[config.mk]
export PLATFORM = sky130hd
export DESIGN_NAME = gray_counter
export DESIGN_NICKNAME = d
export VERILOG_FILES = /design/src/rtl/gray_counter.sv
export SDC_FILE = /design/constraint.sdc
export NUM_CORES = 1
export LEC_CHECK = 0
export ABC_AREA = 1
export ABC_CLOCK_PERIOD_IN_PS = 1550
export CAP_MARGIN = 15
export CORE_MARGIN = 4
export CORE_UTILIZATION = 25
export DETAILED_ROUTE_END_ITERATION = 10
export HOLD_SLACK_MARGIN = 0.06
export REMOVE_ABC_BUFFERS = 1
export SLEW_MARGIN = 40
export SYNTH_ARGS = -nofsm -noshare
export SYNTH_HDL_FRONTEND = slang
export SYNTH_SLANG_ARGS = --single-unit
[constraint.sdc]
create_clock -name clk -period 1.55 [get_ports clk]
set_input_delay 0.31 -clock clk [delete_from_list [all_inputs] [get_ports clk]]
set_output_delay 0.31 -clock clk [all_outputs]
set_load 0.05 [all_outputs]
[src/rtl/gray_counter.sv]
// Registered up/down Gray-code counter with synchronous load and wrap/saturate ends.
// Define GRAY_COUNTER_CHECK_EN to build in the sticky single-bit-change checker behind err_out.
module gray_counter #(
    parameter int N    = 4,
    parameter bit WRAP = 1'b1
) (
    input  logic         clk,
    input  logic         rst,
    input  logic         en,
    input  logic         up_dn,
    input  logic         load,
    input  logic [N-1:0] load_bin,
    output logic [N-1:0] bin_out,
    output logic [N-1:0] gray_out,
    output logic         tc,
    output logic         err_out
);

    localparam logic [N-1:0] ALL_ONES = '1;
    localparam logic [N-1:0] ZERO     = '0;
    localparam logic [N-1:0] ONE      = {{(N-1){1'b0}}, 1'b1};

    function automatic logic [N-1:0] to_gray(input logic [N-1:0] b);
        logic [N-1:0] g;
        g[N-1] = b[N-1];
        for (int i = 0; i < N - 1; i++) begin
            g[i] = b[i+1] ^ b[i];
        end
        return g;
    endfunction

    logic [N-1:0] bin_q, bin_d;
    logic [N-1:0] gray_q, gray_d;
    logic         tc_q, tc_d;

    // Load wins over counting; load_bin is only looked at when load is high.
    always_comb begin
        bin_d = bin_q;
        tc_d  = 1'b0;
        if (load) begin
            bin_d = load_bin;
        end else if (en) begin
            if (up_dn) begin
                if (bin_q == ALL_ONES) begin
                    tc_d  = 1'b1;
                    bin_d = WRAP ? ZERO : ALL_ONES;
                end else begin
                    bin_d = bin_q + ONE;
                end
            end else begin
                if (bin_q == ZERO) begin
                    tc_d  = 1'b1;
                    bin_d = WRAP ? ALL_ONES : ZERO;
                end else begin
                    bin_d = bin_q - ONE;
                end
            end
        end
    end

    // Gray is encoded from the next binary value so both registers always agree.
    always_comb begin
        gray_d = to_gray(bin_d);
    end

    always_ff @(posedge clk or posedge rst) begin
        if (rst) begin
            bin_q  <= '0;
            gray_q <= '0;
            tc_q   <= 1'b0;
        end else begin
            bin_q  <= bin_d;
            gray_q <= gray_d;
            tc_q   <= tc_d;
        end
    end

    assign bin_out  = bin_q;
    assign gray_out = gray_q;
    assign tc       = tc_q;

`ifdef GRAY_COUNTER_CHECK_EN
    logic [N-1:0] prev_gray_q, prev_gray_d;
    logic         chk_q, chk_d;
    logic         err_q, err_d;
    logic [N-1:0] diff;
    int           dist;

    // chk_q marks that gray_q was just produced by a real count step.
    always_comb begin
        prev_gray_d = gray_q;
        chk_d       = en && !load && (bin_d != bin_q);
        diff        = gray_q ^ prev_gray_q;
        dist        = 0;
        for (int i = 0; i < N; i++) begin
            dist = dist + int'(diff[i]);
        end
        err_d = err_q;
        if (chk_q && (dist != 1)) begin
            err_d = 1'b1;
        end
    end

    always_ff @(posedge clk or posedge rst) begin
        if (rst) begin
            prev_gray_q <= '0;
            chk_q       <= 1'b0;
            err_q       <= 1'b0;
        end else begin
            prev_gray_q <= prev_gray_d;
            chk_q       <= chk_d;
            err_q       <= err_d;
        end
    end

    assign err_out = err_q;
`else
    assign err_out = 1'b0;
`endif

endmodule

==> results of run 1 <==
[sequential cells by signal (all words and copies together) (netlist names)]
register	cells
bin_out	4
gray_out	3
tc	1
[stage by stage]
stage	instance area [sq um]	hold WS, ps	instances
floorplan	526	126	69
global placement	822	569	120
detailed placement	822	587	120
CTS	853	318	124
global route	888	331	125
finish	888	308	125
[final timing paths]
| check | start | end | slack, ps |
|---|---|---|---|
| min | rst | gray_out[2] | 310 |
| min in group clk | load_bin[2] | bin_out[2] | 730 |
| max | bin_out[1] | gray_out[1] | 80 |
| min reg2reg | bin_out[3] | tc | 790 |
| max reg2reg | bin_out[1] | gray_out[1] | 80 |
| max in group asynchronous | rst | bin_out[1] | 980 |
[logic make-up after synthesis]
family,share of synthesized area
AO/OA/AOI/OAI,0.106
buffers and inverters,0.132
AND/OR/NAND/NOR,0.289
adder cells (fa/ha/maj),0.0463
XOR/XNOR,0.0486
flip-flops,0.370
other,0.00694
[placed cells by master, fill, tap and decap left out, drive strengths merged]
cell / netlist / routed
ha: 2 / 2
nand4: 2 / 2
o21ai: 1 / 1
nor2: 4 / 4
conb: 1 / 1
xor2: 3 / 3
clkbuf: 0 / 3
nand2: 15 / 15
buf: 2 / 18
a21oi: 4 / 4
or2: 2 / 2
clkdlybuf4s50: 0 / 8
a211oi: 1 / 1
inv: 15 / 15
dfrtp: 8 / 8
a22oi: 1 / 1
nand3: 10 / 10
[repair_timing]
item                                    CTS  global route
buffers inserted                          1             1
pin swaps                                 0             3
gates resized for setup                   1             7
endpoints found under the setup margin    1             4
[power by group through the flow]
| stage | registers (mW) | clock network (mW) | logic (mW) |
|---|---|---|---|
| CTS | 0.267 | 0.164 | 0.406 |
| global placement | 0.270 | 0 | 0.392 |
| detailed placement | 0.270 | 0 | 0.400 |
| finish | 0.268 | 0.157 | 0.427 |
| floorplan | 0.381 | 0 | 0.111 |
| global route | 0.274 | 0.179 | 0.459 |
[layout make-up]
type	count	area, sq um	area share
inverters	15	56.3	0.0634
well taps	27	33.8	0.0380
flip-flops and latches	8	201	0.227
repair buffers	26	278	0.313
clock buffers	3	22.5	0.0254
multi-input cells	46	297	0.334
[layer usage]
metal | up-vias | wire (um)
met1 | 255 | 539
met3 | 0 | 92
met4 | 0 | 0
met2 | 18 | 756
li1 | 277 | -
met5 | - | 0
[critical path: stages, from the launching register on]
cell and delay (ps):
dfrtp_2 440, inv_2 90, ha_4 200, xor2_2 160, nand2_2 80, a22oi_4 200, xor2_1 200
==> impl_metrics.py, run 1 <==
metrics = {
    "clock_tree": {
        "cts_inserted_buffers": 3,
        "cts_tree": "built",
        "clock_path_buffers": 2,
        "cts.sinks": 8,
        "cts_hold_buf": 0,
        "cts_max_level": 1,
        "clk_pin_slew_ps": 50,
        "clkLatencyLatePin_ps": 250,
        "cts-root-buf": "clkbuf_4",
    },
    "global_routing": {
        "grt_util_met2": 0.185,
        "overflow": 0,
        "busiest_layer": "met2",
        "antenna_found_initial": 0,
        "met1_usage": 0.121,
        "grt_max_degree": 9,
        "grt_first_pass_wirelength_mm": 2.26,
        "first_global_vias": 523,
        "track_usage": 0.109,
        "gr-usage-met3": 0.0599,
    },
    "final_layout": {
        "diodes": 0,
        "fin_nets": 111,
        "syn2layout_area_growth_pct": 64.4,
        "finish.utilization": 0.444,
        "fillers": 207,
        "layout-drive-gt1-share": 0.367,
    },
    "critical_path": {
        "arrival_ps": 1640,
        "worstSetupStartpointType": "flop",
        "crit_type": "flop to flop",
        "worstRegToRegCells": 6,
        "end_kind": "flop",
        "path_max_fanout": 6,
        "cp.required_ps": 1710,
    },
    "synth": {
        "synth_commonest_cells": "inv_1 (14), nand2_1 (14), nand3_1 (9), dfrtp_1 (8)",
        "ys.flop_type": "dfrtp_1",
        "synthTopCellsByArea": "dfrtp_1 (37%), inv_1 (9.7%), nand2_1 (9.7%)",
        "synth-edff-count": 0,
        "synth_largest_area_cell": "dfrtp_1",
        "ys_warn_count": 0,
        "syn_area_sq_um": 541,
        "ys_types": 19,
        "synthCells": 71,
        "async_flop_share": 1.00,
        "avgSynthCellArea_sq_um": 7.61,
        "ys_seq_area_frac": 0.370,
        "synth_top_area_share": 0.370,
        "ys_seq_elements": 8,
    },
    "drt": {
        "vias": 550,
        "drt_wl_total_mm": 1.39,
        "drc": 0,
        "first_pass_iters": 4,
        "wl_per_cell_um": 11.1,
        "avgViaCountPerCell": 4.40,
        "ant_nets": 0,
        "drtIter0Drc": 8,
    },
    "status": {
        "outcome": "completed",
    },
    "timing": {
        "finalSetupTns_ps": 0,
        "fin_crit_ps": 1470,
        "timing.final.ws_setup_ps": 77.8,
        "rsz0062_at_grt": "yes",
        "post-route-period-util": 0.950,
        "drv_slew": 0,
        "setup_viol": 0,
        "skew_ps": 1.43,
        "max_freq_mhz": 679,
        "hold_viol_final": 0,
    },
    "die": {
        "die_h_um": 54.5,
        "core_sq_um": 2000,
        "die_w_um": 54.5,
        "dieArea_sq_um": 2970,
        "rows": 16,
        "initial_core_util": 0.270,
        "ios": 19,
    },
    "place": {
        "dp_hpwl_mm": 1.14,
        "place_worst_setup_slack_ps": -69.2,
        "gp_congestion": 0.873,
        "port_buffers": 17,
    },
    "pwr": {
        "power_leakage_nw": 0.449,
        "p_switching_mw": 0.344,
        "power_frac_seq": 0.314,
        "pwr_density_cell_nw_per_um2": 960,
        "p_clk_frac": 0.185,
        "p_comb_frac": 0.501,
        "internal_power_mw": 0.509,
        "vdd_drop_max_mv": 0.653,
        "swShare": 0.403,
        "power.total_mw": 0.853,
    },
    "run": {
        "maxCapViolations": 0,
    },
    "min_path": {
        "hold_path_class": "primary input to asynchronous set/reset pin",
    },
}
Power figures use the tool's default switching activity.
==> inputs of run 2 (changes only) <==
CELL_PAD_IN_SITES_DETAIL_PLACEMENT = 0   (was not set)
CELL_PAD_IN_SITES_GLOBAL_PLACEMENT = 1   (was not set)
CORE_MARGIN = not set   (was 4)
PLACE_DENSITY_LB_ADDON = 0.1   (was not set)
RECOVER_POWER = 25   (was not set)
==> impl_metrics.py, run 2 (same netlist as run 1, synthesis figures left out) <==
metrics = {
    "status": {
        "outcome": "completed",
    },
    "place": {
        "dpl-instance-area_sq_um": 855,
        "dp_hpwl_mm": 1.03,
        "gp_congestion": 0.821,
        "port_buffers": 17,
    },
    "final_layout": {
        "largest_register_ffs": 4,
        "layout-drive-gt1-share": 0.327,
        "syn2layout_area_growth_pct": 66.2,
        "design_area_sq_um": 898,
        "fin_nets": 111,
        "finish.utilization": 0.449,
        "final_common_cell": "nand2_1",
        "diodes": 0,
        "layout_common_cells": "nand2_1 (14), inv_1 (12), buf_4 (11)",
    },
    "global_routing": {
        "track_usage": 0.119,
        "overflow": 0,
        "grt_first_pass_wirelength_mm": 2.17,
        "grt_max_degree": 9,
        "first_global_vias": 525,
        "antenna_found_initial": 0,
    },
    "timing": {
        "rsz0062_at_grt": "no",
        "post-route-period-util": 0.936,
        "setup_viol": 0,
        "max_freq_mhz": 689,
        "hold_viol_final": 0,
        "fin_crit_ps": 1450,
        "drv_slew": 0,
        "skew_ps": 3.29,
    },
    "critical_path": {
        "crit_chain": "inv_2 -> ha_4 -> xor2_1 -> nand2_1 -> a22oi_4 -> xor2_1",
        "cp_slowest_cell": "dfrtp_2",
        "end_kind": "flop",
        "worstSetupStartpointType": "flop",
        "crit_top_cell": "xor2_1",
        "cp.depth": 6,
        "path_max_fanout": 5,
        "worstRegToRegCells": 6,
        "crit_buf_inv": 1,
        "critPathMaxStageDelay_ps": 440,
        "cpLargestDelayFamily": "flip-flops",
        "crit_path_start": "bin_out[0]",
        "crit_type": "flop to flop",
        "cp.required_ps": 1720,
        "r2r-start": "bin_out[0]",
        "reg2reg_slack_ps": 100,
        "crit_end": "gray_out[1]",
        "rr_endpoint": "gray_out[1]",
        "arrival_ps": 1620,
    },
    "die": {
        "initial_core_util": 0.270,
        "ios": 19,
        "rows": 16,
        "die_w_um": 48.5,
        "dieArea_sq_um": 2350,
        "die_h_um": 48.5,
        "core_sq_um": 2000,
    },
    "clock_tree": {
        "clock_path_buffers": 2,
        "cts.sinks": 8,
        "cts_inserted_buffers": 3,
        "clkLatencyLatePin_ps": 250,
        "cts_tree": "built",
        "clk_pin_slew_ps": 60,
        "cts_max_level": 1,
        "cts-root-buf": "clkbuf_4",
        "cts_hold_buf": 0,
    },
    "drt": {
        "drt_wl_total_mm": 1.22,
        "drc": 0,
        "vias": 528,
        "drtIter0Drc": 10,
        "ant_nets": 0,
        "wl_per_cell_um": 9.72,
        "first_pass_iters": 4,
        "avgViaCountPerCell": 4.22,
    },
    "min_path": {
        "hold_path_class": "primary input to asynchronous set/reset pin",
    },
    "pwr": {
        "power_leakage_nw": 0.456,
        "vdd_drop_max_mv": 0.580,
        "power.total_mw": 0.867,
        "pwr_density_cell_nw_per_um2": 965,
    },
    "run": {
        "maxCapViolations": 0,
    },
}
-- run 2: cell types whose count changed in the layout (fill, tap and decap cells not counted), sizes merged --
cell           before  now
clkdlybuf4s50       8    7
dlygate4sd3         0    1
-- run 2: worst reg2reg max path, delay by kind of cell (launching register included) --
| kind | cells | cell delay [ps] |
|---|---|---|
| AO/OA/AOI/OAI | 1 | 220 |
| XOR/XNOR | 2 | 320 |
| adder cells (fa/ha/maj) | 1 | 200 |
| buffers and inverters | 1 | 90 |
| flip-flops | 1 | 440 |
| AND/OR/NAND/NOR | 1 | 110 |
-- run 2: power by group --
part	leakage [nW]	internal, mW	switching, mW
registers	0.0943	0.239	0.0314
clock network	0.0138	0.0884	0.0681
logic	0.348	0.202	0.239
total	0.456	0.529	0.338
-- run 2: final cells by class --
class,instances,area (sq um)
flip-flops and latches,8,201
repair buffers,26,303
inverters,15,56.3
fillers,212,1100
well taps,27,33.8
multi-input cells,46,282
clock buffers,3,22.5
-- run 2: worst min-delay path by stage --
stage                     startpoint           to  slack [ps]  cells after the start
final                            rst  gray_out[0]         450                      2
after global placement           rst           tc         580                      2
after global routing             rst           tc         470                      2
after floorplan                  rst   bin_out[0]         130                      1
after CTS                        rst           tc         320                      2
after detailed placement         rst   bin_out[0]         590                      2
-- run 2: through the flow --
stage          setup WS [ps]  setup TNS (ps)  cells  hold slack [ps]
2_1_floorplan           -206            -948     69              126
3_3_place_gp           -70.0            -153    121              577
3_5_place_dp           -82.5            -176    121              591
4_1_cts                 15.2               0    124              324
5_1_grt                 10.3               0    125              472
6_report                98.6               0    125              449
-- run 2: layer usage --
layer / share of wire / GRT usage / wire length [um]
met5: 0 / 0 / 0
met4: 0 / 0.0147 / 0
met3: 0.039 / 0.0440 / 47
met2: 0.51 / 0.209 / 623
met1: 0.45 / 0.141 / 544
-- run 2: repair_timing --
action                     CTS  global route
setup buffers                0             1
gates resized for setup      0             5
setup endpoints to repair    0             4
==> inputs of run 3 (changes only) <==
ABC_CLOCK_PERIOD_IN_PS = not set   (was 1550)
CORE_UTILIZATION = 30   (was 25)
==> impl_metrics.py, run 3 (same netlist as run 1, synthesis figures left out) <==
metrics = {
    "timing": {
        "max_freq_mhz": 708,
        "setup_viol": 0,
        "drv_slew": 0,
        "fin_crit_ps": 1410,
        "skew_ps": 4.55,
        "timing.final.ws_setup_ps": 138,
        "hold_viol_final": 0,
        "post-route-period-util": 0.911,
        "holdWs_ps": 424,
    },
    "drt": {
        "drc": 0,
        "avgViaCountPerCell": 4.20,
        "vias": 513,
        "wl_per_cell_um": 9.16,
        "drt_wl_total_mm": 1.12,
        "first_pass_iters": 4,
        "drtIter0Drc": 2,
        "ant_nets": 0,
    },
    "final_layout": {
        "fin_nets": 111,
        "layout_common_cells": "inv_1 (14), nand2_1 (14), buf_4 (12)",
        "largest_register_ffs": 4,
        "fillers": 139,
        "final_cells": 122,
        "layout-drive-gt1-share": 0.296,
        "diodes": 0,
        "syn2layout_area_growth_pct": 63.0,
    },
    "place": {
        "dp_cells": 118,
        "port_buffers": 17,
        "dp_hpwl_um": 929,
        "gp_congestion": 0.721,
        "place_worst_setup_slack_ps": -83.7,
    },
    "critical_path": {
        "cpLargestDelayFamily": "flip-flops",
        "crit_chain": "inv_1 -> ha_4 -> xor2_1 -> nand2_1 -> a22oi_4 -> xor2_1",
        "crit_path_start": "bin_out[1]",
        "r2r-start": "bin_out[1]",
        "critPathMaxStageDelay_ps": 400,
        "cp.required_ps": 1730,
        "end_kind": "flop",
        "arrival_ps": 1590,
        "worstSetupStartpointType": "flop",
        "cp.depth": 6,
        "crit_top_cell": "xor2_1",
        "worstRegToRegCells": 6,
        "path_max_fanout": 3,
        "crit_type": "flop to flop",
        "cp_slowest_cell": "dfrtp_1",
        "crit_buf_inv": 1,
    },
    "die": {
        "core_sq_um": 1590,
        "ios": 19,
        "rows": 14,
        "dieArea_sq_um": 1980,
        "die_w_um": 44.4,
        "initial_core_util": 0.339,
        "die_h_um": 44.4,
    },
    "run": {
        "maxCapViolations": 0,
    },
    "clock_tree": {
        "cts_hold_buf": 0,
        "clk_pin_slew_ps": 50,
        "cts_tree": "built",
        "cts_max_level": 1,
        "cts-root-buf": "clkbuf_4",
        "cts_inserted_buffers": 3,
        "clock_path_buffers": 2,
        "clkLatencyLatePin_ps": 250,
        "cts.sinks": 8,
    },
    "pwr": {
        "power_leakage_nw": 0.454,
        "p_clk_frac": 0.184,
        "internal_power_mw": 0.513,
        "vdd_drop_max_mv": 0.603,
        "swShare": 0.391,
        "p_comb_frac": 0.501,
        "pwr_density_cell_nw_per_um2": 956,
        "power_frac_seq": 0.315,
        "p_switching_mw": 0.329,
        "power.total_mw": 0.842,
    },
    "global_routing": {
        "grt_first_pass_wirelength_mm": 2.10,
        "track_usage": 0.150,
        "first_global_vias": 509,
        "overflow": 0,
        "grt_max_degree": 9,
        "antenna_found_initial": 0,
    },
    "min_path": {
        "hold_path_class": "primary input to asynchronous set/reset pin",
    },
    "status": {
        "outcome": "completed",
    },
}
run 3: cell counts in the layout (fill, tap and decap cells not counted):
Identical to the previous run, type by type.
run 3: timing repair:
item                                    CTS  global route
setup buffers                             0             1
gates resized for setup                   0             2
endpoints found under the setup margin    0             3
run 3: metrics by stage:
stage,util,cell area (sq um),TNS (ps)
finish,0.553,881,0
global route,0.553,881,-1.04
CTS,0.540,861,0
detailed placement,0.526,838,-123
global placement,0.526,838,-121
floorplan,-,526,-948
run 3: worst paths after layout:
kind	end	slack (ps)
worst min-delay path	gray_out[0]	420
worst max register to register	gray_out[1]	140
min in group clk	bin_out[2]	720
worst min register to register	tc	750
max in group asynchronous	gray_out[1]	900
worst max-delay path	gray_out[1]	140
run 3: power by group through the flow:
| stage | sequential, mW | combinational (mW) | clock (mW) |
|---|---|---|---|
| 4_1_cts | 0.266 | 0.413 | 0.164 |
| 5_1_grt | 0.270 | 0.457 | 0.172 |
| 3_3_place_gp | 0.270 | 0.410 | 0 |
| 3_5_place_dp | 0.270 | 0.412 | 0 |
| 2_1_floorplan | 0.381 | 0.111 | 0 |
| 6_report | 0.266 | 0.422 | 0.155 |
run 3: final cells by class:
cell class / instances / area, sq um / share of cell area
Timing Repair Buffer: 26 / 290 / 0.330
Multi-Input combinational cell: 46 / 282 / 0.320
Sequential cell: 8 / 200 / 0.227
Inverter: 15 / 56.3 / 0.0639
Tap cell: 24 / 30.0 / 0.0341
Clock buffer: 3 / 22.5 / 0.0256
run 3: worst register-to-register path, stage by stage, from the launching register on:
cell and delay [ps]:
dfrtp_1 400, inv_1 130, ha_4 220, xor2_1 150, nand2_1 110, a22oi_4 180
xor2_1 150
run 3: per-layer routing:
metal / wire (um) / track usage
met1: 504 / 0.181
met5: 0 / 0
met3: 60 / 0.0612
met2: 540 / 0.229
met4: 12 / 0.0727
